**src/rtl/bcd_pkg.sv**
```systemverilog
// Shared BCD types and helpers for the BCD counter family.
// Digit limits, the digit type and a digit-validity check.
package bcd_pkg;

    localparam logic [3:0] BCD_MAX  = 4'd9;
    localparam logic [3:0] BCD_ZERO = 4'd0;

    typedef logic [3:0] bcd_digit_t;

    function automatic logic is_bcd(bcd_digit_t d);
        return d <= BCD_MAX;
    endfunction

endpackage

```
**src/rtl/bcd_digit_down.sv**
```systemverilog
// One BCD down-counting digit with parallel load.
// Borrows upward when asked to decrement from zero.
module bcd_digit_down
    import bcd_pkg::*;
(
    input  logic       clk,
    input  logic       rst,
    input  logic       dec_in,
    input  logic       load,
    input  bcd_digit_t ld_digit,
    output bcd_digit_t q,
    output logic       borrow
);

    assign borrow = dec_in & (q == BCD_ZERO);

    // Digit register: reset, load, or decrement with 0 -> 9 roll-under
    always_ff @(posedge clk) begin
        if (rst) begin
            q <= BCD_ZERO;
        end else if (load) begin
            q <= ld_digit;
        end else if (dec_in) begin
            q <= (q == BCD_ZERO) ? BCD_MAX : q - 4'd1;
        end
    end

endmodule

```
**src/rtl/bcd_down_counter.sv**
```systemverilog
// Multi-digit BCD down counter with validated parallel load.
// Define BCD_DOWN_RELOAD_EN to wrap to the last loaded value instead of all 9s.
module bcd_down_counter
    import bcd_pkg::*;
#(
    parameter int DIGITS = 2
) (
    input  logic                clk,
    input  logic                rst,
    input  logic                en,
    input  logic                load,
    input  logic [4*DIGITS-1:0] load_val,
    output logic [4*DIGITS-1:0] count,
    output logic                zero,
    output logic                borrow_out,
    output logic                load_err
);

    localparam int W = 4 * DIGITS;

    logic            valid;
    logic            ld_ok;
    logic            wrap;
    logic            wrap_zero;
    logic            dig_load;
    logic [W-1:0]    ld_src;
    logic [DIGITS:0] chain;

    // A load is accepted only when every digit is a legal BCD value
    always_comb begin
        valid = 1'b1;
        for (int i = 0; i < DIGITS; i++) begin
            valid &= is_bcd(load_val[4*i +: 4]);
        end
    end

    assign ld_ok    = load & valid;
    assign chain[0] = en & ~load;
    assign wrap     = chain[DIGITS];

`ifdef BCD_DOWN_RELOAD_EN
    logic [W-1:0] reload_q;

    // Reload value tracks every accepted load; all 9s after reset
    always_ff @(posedge clk) begin
        if (rst) begin
            reload_q <= {DIGITS{BCD_MAX}};
        end else if (ld_ok) begin
            reload_q <= load_val;
        end
    end

    assign dig_load  = ld_ok | wrap;
    assign ld_src    = ld_ok ? load_val : reload_q;
    assign wrap_zero = (reload_q == '0);
`else
    assign dig_load  = ld_ok;
    assign ld_src    = load_val;
    assign wrap_zero = 1'b0;
`endif

    for (genvar i = 0; i < DIGITS; i++) begin : g_dig
        bcd_digit_t q;

        bcd_digit_down u_dig (
            .clk      (clk),
            .rst      (rst),
            .dec_in   (chain[i]),
            .load     (dig_load),
            .ld_digit (ld_src[4*i +: 4]),
            .q        (q),
            .borrow   (chain[i+1])
        );

        assign count[4*i +: 4] = q;
    end

    assign borrow_out = en & (count == '0);

    // Zero flag follows the next count; load_err pulses on a rejected load
    always_ff @(posedge clk) begin
        if (rst) begin
            zero     <= 1'b1;
            load_err <= 1'b0;
        end else begin
            load_err <= load & ~valid;
            if (ld_ok) begin
                zero <= (load_val == '0);
            end else if (wrap) begin
                zero <= wrap_zero;
            end else if (chain[0]) begin
                zero <= (count == W'(1));
            end
        end
    end

endmodule
```
**config.mk**
```make
export PLATFORM = sky130hd
export DESIGN_NAME = bcd_down_counter
export DESIGN_NICKNAME = d
export VERILOG_FILES = /design/src/rtl/bcd_pkg.sv /design/src/rtl/bcd_digit_down.sv /design/src/rtl/bcd_down_counter.sv
export SDC_FILE = /design/constraint.sdc
export NUM_CORES = 1
export LEC_CHECK = 0
export ABC_AREA = 1
export CAP_MARGIN = 20
export CORE_UTILIZATION = 48
export CTS_CLUSTER_SIZE = 16
export DETAILED_ROUTE_END_ITERATION = 16
export PLACE_DENSITY = 0.85
export SYNTH_ARGS = -nofsm -noshare
export SYNTH_HDL_FRONTEND = slang
export SYNTH_HIERARCHICAL = 1
export SYNTH_SLANG_ARGS = --single-unit
```
**constraint.sdc**
```tcl
create_clock -name clk -period 2.3 [get_ports clk]
set_input_delay 0.575 -clock clk [delete_from_list [all_inputs] [get_ports clk]]
set_output_delay 0.575 -clock clk [all_outputs]
set_load 0.03 [all_outputs]
```
=== Yosys cells after proc, flatten, opt, wreduce, memory -nomap -nowiden ===
Index checks and enable logic that the tools add are counted.

* Register bits after elaboration: 10
* Latch bits: 0
* Memory bits (writable): 0
* Bits in read-only memories: 0
* Logic and storage cells: 34
* Memories: 0

* Add/subtract/negate cells: 2
* $mul: 0
* Divide/modulo/power cells: 0
* Magnitude comparators: 2
* Equality and inequality tests: 1
* Shift-type cells: 0
* Muxes and demuxes: 9
* Bitwise gates (word level): 9
* Reduce and logical (&&, ||, !) cells: 7

{| class="wikitable"
|+ Operators with widths
! operator !! count
|-
| $mux 4 || 6
|-
| $logic_not 8->1 || 2
|-
| $eq 8x1->1 const B || 1
|-
| $le 4x4->1 const B || 2
|-
| $logic_not 4->1 || 2
|-
| $sub 4x1->4 const B || 2
|-
| $and 1x1->1 || 7
|-
| $reduce_bool 2->1 || 2
|-
| $mux 1 || 3
|-
| $reduce_bool 3->1 || 1
|-
| $not 1->1 || 2
|}

=== Logic depth before layout (Yosys ltp) ===
* Depth in word-level cells: 6
* Mapped depth: 11

=== Modules after synthesis ===
The synthesis kept the hierarchy.

{| class="wikitable"
|+ By module, submodules not included
! module !! instances !! cells each !! area an instance (µm²) !! sequential area each (µm²)
|-
| bcd_digit_down || 2 || 40 || 246.5 || 80.1
|-
| bcd_down_counter || 1 || 43 || 222.7 || 40.0
|}

=== Worst setup path after synthesis ===
No wires, ideal clock.

* Path type: register to output
* From: register g_dig[1].u_dig.q[0]
* To: output borrow_out
* Arrival: 1.385 ns
* Data required time: 1.725 ns
* Path slack: 0.340 ns
* Cell stages (with the launch flop): 6
* Buffers on the path: 0
* Path through: dfxtp_1 > inv_1 > nand2_1 > nor2_1 > nand2_1 > nor3_1

* Word-level cells in the longest chain between the ends: 2

{| class="wikitable"
|+ RTL lines
! item !! line !! RTL
|-
| start, declared || bcd_digit_down.sv:11 || <nowiki>output bcd_digit_t q,</nowiki>
|-
| start signal, assigned || bcd_digit_down.sv:22 || <nowiki>q <= ld_digit;</nowiki>
|-
| start signal, assigned || bcd_digit_down.sv:24 || <nowiki>q <= (q == BCD_ZERO) ? BCD_MAX : q - 4'd1;</nowiki>
|-
| $logic_not 8->1 || bcd_down_counter.sv:78 || <nowiki>assign borrow_out = en & (count == '0);</nowiki>
|-
| $and 1x1->1 || bcd_down_counter.sv:78 ||
|-
| end, declared || bcd_down_counter.sv:15 || <nowiki>output logic borrow_out,</nowiki>
|}

No other way between the ends.

=== Worst setup path in the final report ===
* From: input en
* To: output borrow_out

* Word-level cells in the longest chain between the ends: 1

{| class="wikitable"
|+ RTL lines
! item !! line !! RTL
|-
| start, declared || bcd_down_counter.sv:10 || <nowiki>input logic en,</nowiki>
|-
| $and 1x1->1 || bcd_down_counter.sv:78 ||
|}

No other way between the ends.

==> reports/qor.csv <==
metric;value;unit
cp.depth;4;
synth_cell_types;16;
synth_nets;135;
path_class;in2out;
mappedNetlistArea;715.7;um^2
routedWlPerCell;10.58;um
clk-insertion-delay-late;0.26;ns
path_max_fanout;2;
fin_ws;0.2846;ns
fmax;496.2;MHz
start_kind;primary input;
dp_slack;0.1046;ns
holdPathStages;2;
netlist_instances;123;
cts_hold_buffers;0;
vias;831;
path_buf_inv;3;
diodes;0;
rows;13;
grt_pass1_wl;2732;um
fin_skew;0.002664;ns
die_w;40.62;um
finalCriticalPeriod;2.015;ns
grt-ovfl-total;0;
finalHoldViolations;0;
avgSynthCellArea;5.819;um^2
clk_pin_slew_worst_paths;0.07;ns
synth_xor_area_frac;0;
hp-start;g_dig[1].u_dig/q[3];
track_usage;0.2525;
power_density;624.1;nW/um^2
drive_gt1_frac;0.1467;
synth_top_area_cell;dfxtp_1;
grt_pass1_vias;682;
finalCritPeriodShare;0.8763;
status;complete, no violations;
yosys.area_share.simple;0.4213;
cts_resized;0;
initial_utilization;0.5301;
root_buffer;clkbuf_4;
cts_tree;done;
ir_drop;0.4003;mV
dieArea;1650;um^2
grt_max_degree;14;
tightest_slew;0.3287;ns
worstSetupStartpoint;en;
rr_worst_depth;10;
synth_top_area_frac;0.2797;
drc;0;
fin_nets;163;
leakage;0.4729;nW
syn_to_final_growth;39.16;%
antenna_found_initial;0;
synth_compound_area_frac;0.1783;
grt_setup_unrepaired;no;
core_area;1350;um^2
cts_buffer_depth;2;
reg2reg_from;g_dig[0].u_dig/q[2];
htree_num_levels;1;
synthMuxAreaShare;0;
ys_ff_latch;10;
postRouteWirelength;1745;um
synth_top_family_by_area;simple AND/OR/NAND/NOR gates;
drv_cap;0;
yosysWarnings;6;
slew_viol_final;0;
worstPathCellList;clkdlybuf4s50_1 -> inv_1 -> nor3_1 -> buf_4;
slew_headroom;0.7804;
synth_adder_area_share;0;
drt_iter0_drc;23;
max_stage_delay;0.45;ns
yosysSeqAreaShare;0.2797;
numCtsBuffers;3;
die_y;40.62;um
cp.required;1.73;ns
port_buffers;22;
synth.area.top_cells;dfxtp_1 (28%), nand2_1 (17%), nor2_1 (10%), inv_1 (10%), a21oi_1 (5.6%);
vias_per_cell;5.036;
setup_viol;0;
crit_path_end_kind;primary output;
crit_family;buffers and inverters;
gp_congestion;0.8885;
cts.sinks;10;
dr.pass1.iters;4;
post_cts_buffers;0;
slowest_stage;clkdlybuf4s50_1;
dp_hpwl;1411;um
io_pins;23;
hp-class;reg2reg;
worstPathArrival;1.44;ns
fin_tns_setup;0;ns
ant_nets;0;
-- per-stage QoR --
stage / instance area, um^2 / hold WS (ns) / power (mW) / util / cells
3_3_place_gp: 959.7 / 0.5023 / 0.4616 / 0.7108 / 161
2_1_floorplan: 715.7 / 0.6153 / 0.3738 / - / 123
6_report: 996.0 / 0.5149 / 0.6216 / 0.7377 / 165
3_5_place_dp: 959.7 / 0.5061 / 0.4644 / 0.7108 / 161
5_1_grt: 996.0 / 0.5568 / 0.6685 / 0.7377 / 165
4_1_cts: 996.0 / 0.5173 / 0.6294 / 0.7377 / 165
-- tightest hold or removal path: cells and delay by family (launching register included) --
kind	cells	cell delay (ns)
and+or+nand+nor	1	0.07
AOI/OAI and AO/OA	1	0.05
DFF	1	0.34
-- cells in the mapped netlist --
library cell and n:
nand2_1 32, nor2_1 20, inv_1 19, dfxtp_1 10, a21oi_1 8, nand3_1 8, o21ai_0 6, inv_2 4
nor2_2 4, nand2_2 3, a22oi_1 2, o211ai_2 2, o21ai_2 2, nand4_1 1, nor2_4 1, nor3_1 1
-- per-layer routing --
metal,vias to the layer above,share of wire,global-route usage
met5,-,0,0
met4,0,0.0080,0.1167
met3,2,0.060,0.04891
met2,31,0.49,0.4246
met1,357,0.44,0.3069
li1,441,-,-
-- where the power goes --
group          internal, mW  switching [mW]  total, mW  leakage, nW
sequential            0.191          0.0213      0.212       0.0824
clock                0.0960          0.0637      0.160       0.0210
combinational         0.102           0.148      0.250        0.369
total                 0.388           0.233      0.622        0.473
-- cells by family (layout without fill, tap and decap cells) --
logic type	after synthesis	after routing
and+or+nand+nor	70	70
buffers and inverters	23	50
AOI/OAI and AO/OA	20	20
DFF	10	10
-- placed cells by master, fill, tap and decap left out --
cell              n
nor2_4            1
clkbuf_8          1
nor2_1           20
inv_2             4
o21ai_2           2
nand2_2           3
dfxtp_1          10
nand3_1           8
nor2_2            4
nor3_1            1
a21oi_1           8
inv_1            19
a22oi_1           2
clkbuf_4          3
clkdlybuf4s50_1  21
o211ai_2          2
buf_4             2
o21ai_0           6
nand2_1          32
nand4_1           1
-- flip-flops by register name, summed over array words and instances, names as in the netlist --
signal,flops
g_dig.u_dig/q,8
load_err,1
zero,1
-- final timing paths --
kind / to / slack (ns)
worst max-delay path: borrow_out / 0.28
worst min-delay path: g_dig[1].u_dig/q[3] / 0.51
worst max register to register: zero / 0.74
worst min register to register: g_dig[1].u_dig/q[3] / 0.51
-- layout make-up --
class	instances	area [um^2]
clock buffers	4	36.28
fillers	140	354.1
inverters	23	86.33
multi-input cells	90	429.2
flip-flops and latches	10	200.2
well taps	15	18.77
repair buffers	23	225.2
No activity file was read; power rests on OpenSTA's default activity.
